`src/rtl/mult_pkg.sv`:
```
// Shared definitions for the sequential shift-add multiplier: FSM state encoding and the
// conditional two's-complement negate used for operand magnitude and product sign fix-up.
package mult_pkg;

    typedef enum logic [1:0] {
        S_IDLE = 2'd0,
        S_CALC = 2'd1,
        S_DONE = 2'd2
    } state_t;

    // Widest product the helper can serve; callers size-cast the result down.
    localparam int unsigned MAX_PW = 128;

    function automatic logic [MAX_PW-1:0] cond_neg(input logic [MAX_PW-1:0] x,
                                                   input logic              neg);
        return neg ? -x : x;
    endfunction

endpackage

```
`src/rtl/seq_mult_ctrl.sv`:
```
// Controller for seq_mult_hs: IDLE/CALC/DONE sequencing, iteration counter and the
// valid/ready handshake outputs.
module seq_mult_ctrl
    import mult_pkg::*;
#(
    parameter int unsigned WIDTH = 8,
    parameter int unsigned CNT_W = $clog2(WIDTH) + 1
) (
    input  logic clk,
    input  logic rst,
    input  logic in_valid,
    input  logic out_ready,
    input  logic rest_zero,
    output logic in_ready,
    output logic out_valid,
    output logic busy,
    output logic load,
    output logic calc,
    output logic finish
);

    state_t             state_q, state_d;
    logic   [CNT_W-1:0] cnt_q, cnt_d;

    always_ff @(posedge clk) begin
        if (rst) begin
            state_q <= S_IDLE;
            cnt_q   <= '0;
        end else begin
            state_q <= state_d;
            cnt_q   <= cnt_d;
        end
    end

    always_comb begin
        state_d = state_q;
        cnt_d   = cnt_q;
        load    = 1'b0;
        finish  = 1'b0;
        unique case (state_q)
            S_IDLE: begin
                if (in_valid) begin
                    load    = 1'b1;
                    cnt_d   = CNT_W'(WIDTH);
                    state_d = S_CALC;
                end
            end
            S_CALC: begin
                cnt_d = cnt_q - 1'b1;
                // Early exit once no set multiplier bits remain after this step.
                if (rest_zero || (cnt_q == CNT_W'(1))) begin
                    finish  = 1'b1;
                    state_d = S_DONE;
                end
            end
            S_DONE: begin
                if (out_ready) begin
                    state_d = S_IDLE;
                end
            end
            default: state_d = S_IDLE;
        endcase
    end

    assign in_ready  = (state_q == S_IDLE);
    assign out_valid = (state_q == S_DONE);
    assign busy      = (state_q != S_IDLE);
    assign calc      = (state_q == S_CALC);

endmodule

```
`src/rtl/seq_mult_hs.sv`:
```
// Iterative shift-add multiplier with valid/ready handshakes; operands are reduced to
// magnitudes at acceptance and the sign is reapplied to the product on completion.
module seq_mult_hs
    import mult_pkg::*;
#(
    parameter int unsigned WIDTH   = 8,
    parameter bit          SIGN_EN = 1'b1
) (
    input  logic                 clk,
    input  logic                 rst,
    input  logic                 in_valid,
    output logic                 in_ready,
    input  logic [WIDTH-1:0]     sa,
    input  logic [WIDTH-1:0]     sb,
    input  logic                 is_signed,
    output logic                 out_valid,
    input  logic                 out_ready,
    output logic [2*WIDTH-1:0]   tich,
    output logic                 busy
);

    localparam int unsigned PW    = 2 * WIDTH;
    localparam int unsigned CNT_W = $clog2(WIDTH) + 1;

    logic [PW-1:0]    acc_q, mcand_q, tich_q;
    logic [WIDTH-1:0] mplier_q;
    logic             neg_q;

    logic             sgn;
    logic [WIDTH-1:0] abs_a, abs_b;
    logic [PW-1:0]    acc_n, prod;
    logic             load, calc, finish, rest_zero;

    assign sgn   = SIGN_EN && is_signed;
    assign abs_a = WIDTH'(cond_neg(MAX_PW'(sa), sgn & sa[WIDTH-1]));
    assign abs_b = WIDTH'(cond_neg(MAX_PW'(sb), sgn & sb[WIDTH-1]));

    assign acc_n     = acc_q + (mplier_q[0] ? mcand_q : '0);
    assign prod      = PW'(cond_neg(MAX_PW'(acc_n), neg_q));
    assign rest_zero = ((mplier_q >> 1) == '0);

    seq_mult_ctrl #(
        .WIDTH (WIDTH),
        .CNT_W (CNT_W)
    ) u_ctrl (
        .clk       (clk),
        .rst       (rst),
        .in_valid  (in_valid),
        .out_ready (out_ready),
        .rest_zero (rest_zero),
        .in_ready  (in_ready),
        .out_valid (out_valid),
        .busy      (busy),
        .load      (load),
        .calc      (calc),
        .finish    (finish)
    );

    always_ff @(posedge clk) begin
        if (rst) begin
            acc_q    <= '0;
            mcand_q  <= '0;
            mplier_q <= '0;
            neg_q    <= 1'b0;
            tich_q   <= '0;
        end else if (load) begin
            mcand_q  <= PW'(abs_a);
            mplier_q <= abs_b;
            neg_q    <= sgn & (sa[WIDTH-1] ^ sb[WIDTH-1]);
            acc_q    <= '0;
            tich_q   <= '0;
        end else if (calc) begin
            mcand_q  <= mcand_q << 1;
            mplier_q <= mplier_q >> 1;
            if (finish) begin
                tich_q <= prod;
            end else begin
                acc_q  <= acc_n;
            end
        end
    end

    assign tich = tich_q;

endmodule
```
`config.mk`:
```
export PLATFORM = sky130hd
export DESIGN_NAME = seq_mult_hs
export DESIGN_NICKNAME = d
export VERILOG_FILES = /design/src/rtl/mult_pkg.sv /design/src/rtl/seq_mult_ctrl.sv /design/src/rtl/seq_mult_hs.sv
export SDC_FILE = /design/constraint.sdc
export NUM_CORES = 1
export LEC_CHECK = 0
export CAP_MARGIN = 20
export CORE_ASPECT_RATIO = 0.8
export CORE_MARGIN = 4
export CORE_UTILIZATION = 32
export CTS_CLUSTER_DIAMETER = 30
export CTS_CLUSTER_SIZE = 25
export DETAILED_ROUTE_END_ITERATION = 16
export GPL_TIMING_DRIVEN = 0
export PLACE_DENSITY = 0.55
export SYNTH_ARGS = -nofsm -noshare
export SYNTH_HDL_FRONTEND = slang
export SYNTH_SLANG_ARGS = --single-unit
```
`constraint.sdc`:
```
create_clock -name clk -period 6.7 [get_ports clk]
set_clock_uncertainty 0.05 [all_clocks]
set_input_delay 1.34 -clock clk [delete_from_list [all_inputs] [get_ports clk]]
set_output_delay 1.34 -clock clk [all_outputs]
set_load 0.005 [all_outputs]
```
# Yosys cells after proc, flatten, opt, wreduce, memory -nomap -nowiden
# Cells that the tools add are included.
[op_classes]
add_sub_neg = 5
eq_ne = 6
n_mux = 18
bitwise = 5
reduce_logical = 11
[op_table]
columns = ["op", "n"]
rows = [
  ["8-bit two-way mux", 6],
  ["16-bit two-way mux", 2],
  ["16-bit adder", 1],
  ["16-bit negation", 1],
  ["8-bit negation", 2],
  ["8-bit logical NOT", 1],
  ["4-bit one-hot mux with 2 select lines", 1],
  ["2-bit two-way mux", 3],
  ["2-bit one-hot mux with 3 select lines", 1],
  ["2-bit AND reduction", 3],
  ["2-bit nonzero test", 3],
  ["4-bit by 1-bit == test with 1-bit output (second input constant)", 1],
  ["1-bit two-way mux", 4],
  ["4-bit two-way mux", 1],
  ["2-bit by 1-bit inequality test with 1-bit output (second input constant)", 2],
  ["4-bit by 1-bit subtractor with 4-bit output (second input constant)", 1],
  ["1-bit bitwise AND", 3],
  ["3-bit AND reduction", 1],
  ["2-bit by 1-bit == test with 1-bit output (second input constant)", 1],
  ["2-bit == test (second input constant)", 1],
  ["2-bit logical NOT", 1],
  ["2-bit inequality test (second input constant)", 1],
  ["2-bit OR reduction", 1],
  ["1-bit logical OR", 1],
  ["2 further kinds", 2],
]
[word_totals]
register_bits = 63
in_bits = 21
output_inout_bits = 19
elab_cells = 53

# Longest topological paths before layout
[depth]
word_depth = 6
depth_mapped = 14
mapped_depth_nobuf = 13

# Cells and area by module
# Synthesis repeated with hierarchy kept, for this count alone.
[unflattened]
cells_unflattened = 501
area_unflattened_um2 = 4012.6
[by_module_without_submodules]
columns = ["mod", "instances", "cells_per_inst", "area_per_inst_um2", "seq_area_each_um2"]
rows = [
  ["seq_mult_hs", 1, 462, 3668.5, 1141.1],
  ["seq_mult_ctrl", 1, 39, 344.1, 120.1],
]

# Worst setup path after synthesis
# Ideal clock, no wire load.
[synth_path]
kind = "reg-to-reg"
startpoint = "register mplier_q[0]"
endpoint = "register tich_q[14], in the netlist tich[14]"
setup_ns = 0.068
arrival_time_ns = 3.524
required_ns = 6.582
path_slack_ns = 3.058
stages_incl_launch_ff = 15
path_buffers = 1
period_less_slack_ns = 3.642
cell_sequence = "dfxtp_1 > clkbuf_1 > and2_1 > ha_1 > inv_1 > fa_1 > nor2b_1 > o2111ai_2 > a31oi_1 > xnor2_1 > nand3_2 > or3_4 > or4b_1 > mux2_4 > o21ai_2"
[synth_via]
elab_chain_len = 4
[synth_rtl]
columns = ["item", "line_no", "text"]
rows = [
  ["start: declaration", "seq_mult_hs.sv:26", "logic [WIDTH-1:0] mplier_q;"],
  ["start signal: assignment", "seq_mult_hs.sv:68", "mplier_q <= abs_b;"],
  ["start signal: assignment", "seq_mult_hs.sv:74", "mplier_q <= mplier_q >> 1;"],
  ["16-bit two-way mux (*)", "seq_mult_hs.sv:38", "assign acc_n = acc_q + (mplier_q[0] ? mcand_q : '0);"],
  ["16-bit adder (*)", "seq_mult_hs.sv:38", ""],
  ["16-bit negation", "mult_pkg.sv:16", "return neg ? -x : x;"],
  ["16-bit two-way mux (*)", "mult_pkg.sv:16", ""],
  ["end signal: assignment", "seq_mult_hs.sv:76", "tich_q <= prod;"],
  ["end: declaration", "seq_mult_hs.sv:25", "logic [PW-1:0] acc_q, mcand_q, tich_q;"],
]
# Every way passes the cells marked *; elsewhere a longest branch is shown, timed or not.
# A chain may end at the register's enable or synchronous reset.

# Worst setup path in the final report
# Same ends and word-level chain as after synthesis.

==> impl_metrics.toml <==
[status]
status = "finished clean"

[run]
maxCapViolations = 0

[worst_setup_path]
r2r_end = "tich[14]$_SDFFE_PP0P_"
cp_data_required_time_ns = 6.92
crit_fanout = 10
cp-end-kind = "flop"
timing.rr.start = "mplier_q[0]$_SDFFE_PP0P_"
path_class = "flop to flop"
crit_path_start_kind = "flop"
rr_worst_depth = 14
arrival_ns = 4.59
r2r_setup_slack_ns = 2.33

[worst_hold_path]
holdCritPathClass = "flop to flop"
hold_path_depth = 2
hp-start = "acc_q[6]$_SDFFE_PP0P_"
hold_end = "acc_q[6]$_SDFFE_PP0P_"

[logic_synthesis]
synthesis.nets = 549
yosysTopAreaCellShare_pct = 31.93
seq_area_frac_synth_pct = 31.93
synth_seq_cells = 63
synthFlopType = "dfxtp_1"
ys_types = 58
ys_async_sr_fraction_pct = 0
synth_area_leaders = "dfxtp_1 (32%), nand2_1 (8.0%), ha_1 (6.3%), a21oi_1 (5.4%), nor2_1 (4.9%)"
syn_avg_cell_area_um2 = 7.791
ys.warnings.count = 0
syn_area_um2 = 3950
synth_edf_count = 0
yosysTopAreaCell = "dfxtp_1"
syn_inst = 507

[timing]
max_clock_freq_mhz = 228.7
whs_ns = 0.4073
slew_headroom_pct = 44.22
finalMaxSlewViolations = 0
setup_viol = 0
layout_min_cycle_time_ns = 4.372
fin_tns_setup_ns = 0
hold_viol_final = 0
finalCritPeriodShare_pct = 65.26
rsz0062_at_grt = "no"
worst_pin_slew_ns = 0.8311

[cells_and_area]
syn2layout_area_growth_pct = 22.39
final_area_um2 = 4835
fin_util_pct = 39.90
finalNonFillerCells = 713
fin_nets = 598
num-fill-cells = 1236
drive_above_1_share_pct = 5.348
antennaDiodeCount = 0

[clocking]
cts_made_buffers = 9
cts_hold_buf = 0
cts_buffer_depth = 2
clkTransAtPathRegs_ns = 0.06
cts_sinks = 63
tritoncts = "done"
clk_root_buffer_cell = "clkbuf_16"
clock_latency_ns = 0.34
cts-resized-gates = 0
postCtsSetupRepairBufs = 0
htree_levels = 3

[drt]
drc = 0
wirelength_mm = 11.14
wl_per_cell_um = 15.62
vias = 3772
viasPerCell = 5.290
first_pass_iters = 4
drtAntennaViolNets = 0
dr.first_iter.drc_count = 230

[placed_design]
gp_congestion = 0.8956
hpwlAfterDp_mm = 8.596
placed_cell_area_um2 = 4521
portBuffers = 38
dp_cells = 697

[global_route]
grt_max_degree = 12
grt_pass1_vias = 3604
grt_first_pass_wirelength_mm = 18.45
globalRouteOverflowTotal = 0
track_usage_pct = 16.06
antenna_found_initial = 0

[die]
io_pins = 40
initial_core_util_pct = 32.60
core_um2 = 12120
chipHeight_um = 107.4
dieArea_um2 = 14200
placementRows = 36
die-width_um = 132.2

[power_and_ir_drop]
irDropWorstVdd_v = 0.0001400
power_density_nw_per_um2 = 236.4
p_leak_nw = 1.873
worst max path at each step:
stage	start	end	depth (start not counted)
after floorplan	mplier_q[0]$_SDFFE_PP0P_	tich[14]$_SDFFE_PP0P_	14
after global placement	mplier_q[0]$_SDFFE_PP0P_	tich[14]$_SDFFE_PP0P_	14
after detailed placement	mplier_q[0]$_SDFFE_PP0P_	tich[14]$_SDFFE_PP0P_	14
after CTS	mplier_q[0]$_SDFFE_PP0P_	tich[14]$_SDFFE_PP0P_	14
after global routing	mplier_q[0]$_SDFFE_PP0P_	tich[14]$_SDFFE_PP0P_	14
final	mplier_q[0]$_SDFFE_PP0P_	tich[14]$_SDFFE_PP0P_	14
worst max-delay path, stage by stage (launching register included):
cell and delay [ns]:
dfxtp_1 0.48, clkbuf_1 0.37, and2_1 0.19, ha_1 0.18, inv_1 0.06, fa_1 0.39, nor2b_1 0.21, o2111ai_2 0.19
a31oi_1 0.34, xnor2_1 0.28, nand3_2 0.18, or3_4 0.44, or4b_1 0.55, mux2_4 0.32, o21ai_2 0.05
power by group:
group | switching (mW) | leakage [nW] | total, mW | internal (mW)
logic | 0.144 | 1.21 | 0.227 | 0.0831
registers | 0.0176 | 0.513 | 0.416 | 0.399
clock network | 0.176 | 0.148 | 0.500 | 0.324
total | 0.337 | 1.87 | 1.14 | 0.806
Yosys cell counts, drive strengths merged, types with 2 or more instances:
library cell  instances
or3                   2
and3                  3
or2                   4
o31ai                 6
o211ai                2
nand3b                3
nand2b                4
a21oi                43
nor3                 12
nand2                84
or4                   2
o21ai                 9
a22oi                 2
xnor2                15
nand4                 2
nand3                12
buf                   5
or4b                  2
a211oi               19
clkbuf               24
a311oi               13
o21a                  2
dfxtp                63
nor2                 52
a21o                  8
inv                  16
nor4                  5
o2111ai               2
a31oi                 7
and2                 16
a31o                  2
mux2i                 5
ha                   20
and4b                 2
nor2b                 3
xor2                 23
metal layers:
| layer | share of wire (%) | wire (um) | global-route usage, % |
|---|---|---|---|
| met4 | 1.4 | 153 | 4.451 |
| met3 | 3.5 | 388 | 3.271 |
| met2 | 45 | 4959 | 24.74 |
| met5 | 0 | 0 | 0 |
| met1 | 51 | 5638 | 22.84 |
state kept, by name, summed over array words and instances, names as in the netlist:
name,cells
neg_q,1
u_ctrl.cnt_q,4
u_ctrl.state_q,2
mcand_q,16
acc_q,16
mplier_q,8
tich,16
cells by family (layout without fill, tap and decap cells):
| group | count (synthesis) | in the layout | share of synthesized area (%) |
|---|---|---|---|
| AO/OA/AOI/OAI | 124 | 124 | 21.92 |
| XOR/XNOR | 38 | 38 | 8.616 |
| adder cells (fa/ha/maj) | 21 | 21 | 6.842 |
| buffers and inverters | 45 | 99 | 4.276 |
| flip-flops | 63 | 63 | 31.93 |
| multiplexers | 6 | 6 | 1.647 |
| AND/OR/NAND/NOR | 210 | 210 | 24.77 |
cell usage in the layout (no fill, tap or decap), drive strengths merged, types with 3 or more instances in the layout:
| cell type | instances |
|---|---|
| and2 | 16 |
| nor4 | 5 |
| nand3 | 12 |
| nor2 | 52 |
| nand2b | 4 |
| clkbuf | 34 |
| xor2 | 23 |
| nor3 | 12 |
| and3 | 3 |
| or2 | 4 |
| a21o | 8 |
| dfxtp | 63 |
| xnor2 | 15 |
| a311oi | 13 |
| a211oi | 19 |
| nand2 | 84 |
| clkdlybuf4s50 | 38 |
| a21oi | 43 |
| inv | 16 |
| mux2i | 5 |
| o21ai | 9 |
| o31ai | 6 |
| a31oi | 7 |
| nand3b | 3 |
| ha | 20 |
| buf | 5 |
| nor2b | 3 |
area by class of cell:
type	instances	area, um2	share of cell area [%]
multi-input cells	399	2520	52.12
flip-flops and latches	63	1261	26.09
repair buffers	38	380.4	7.867
clock buffers	10	229.0	4.736
well taps	152	190.2	3.934
plain buffers	29	108.9	2.252
clock inverters	6	85.08	1.760
inverters	16	60.06	1.242
through the flow:
step           total power [mW]  worst slack, ns
5_1_grt                   1.196            2.092
3_3_place_gp             0.6453            2.390
3_5_place_dp             0.6492            2.401
2_1_floorplan            0.5630            3.058
6_report                  1.143            2.328
4_1_cts                   1.150            2.367
Note: power is estimated with default switching activity, not from simulation.
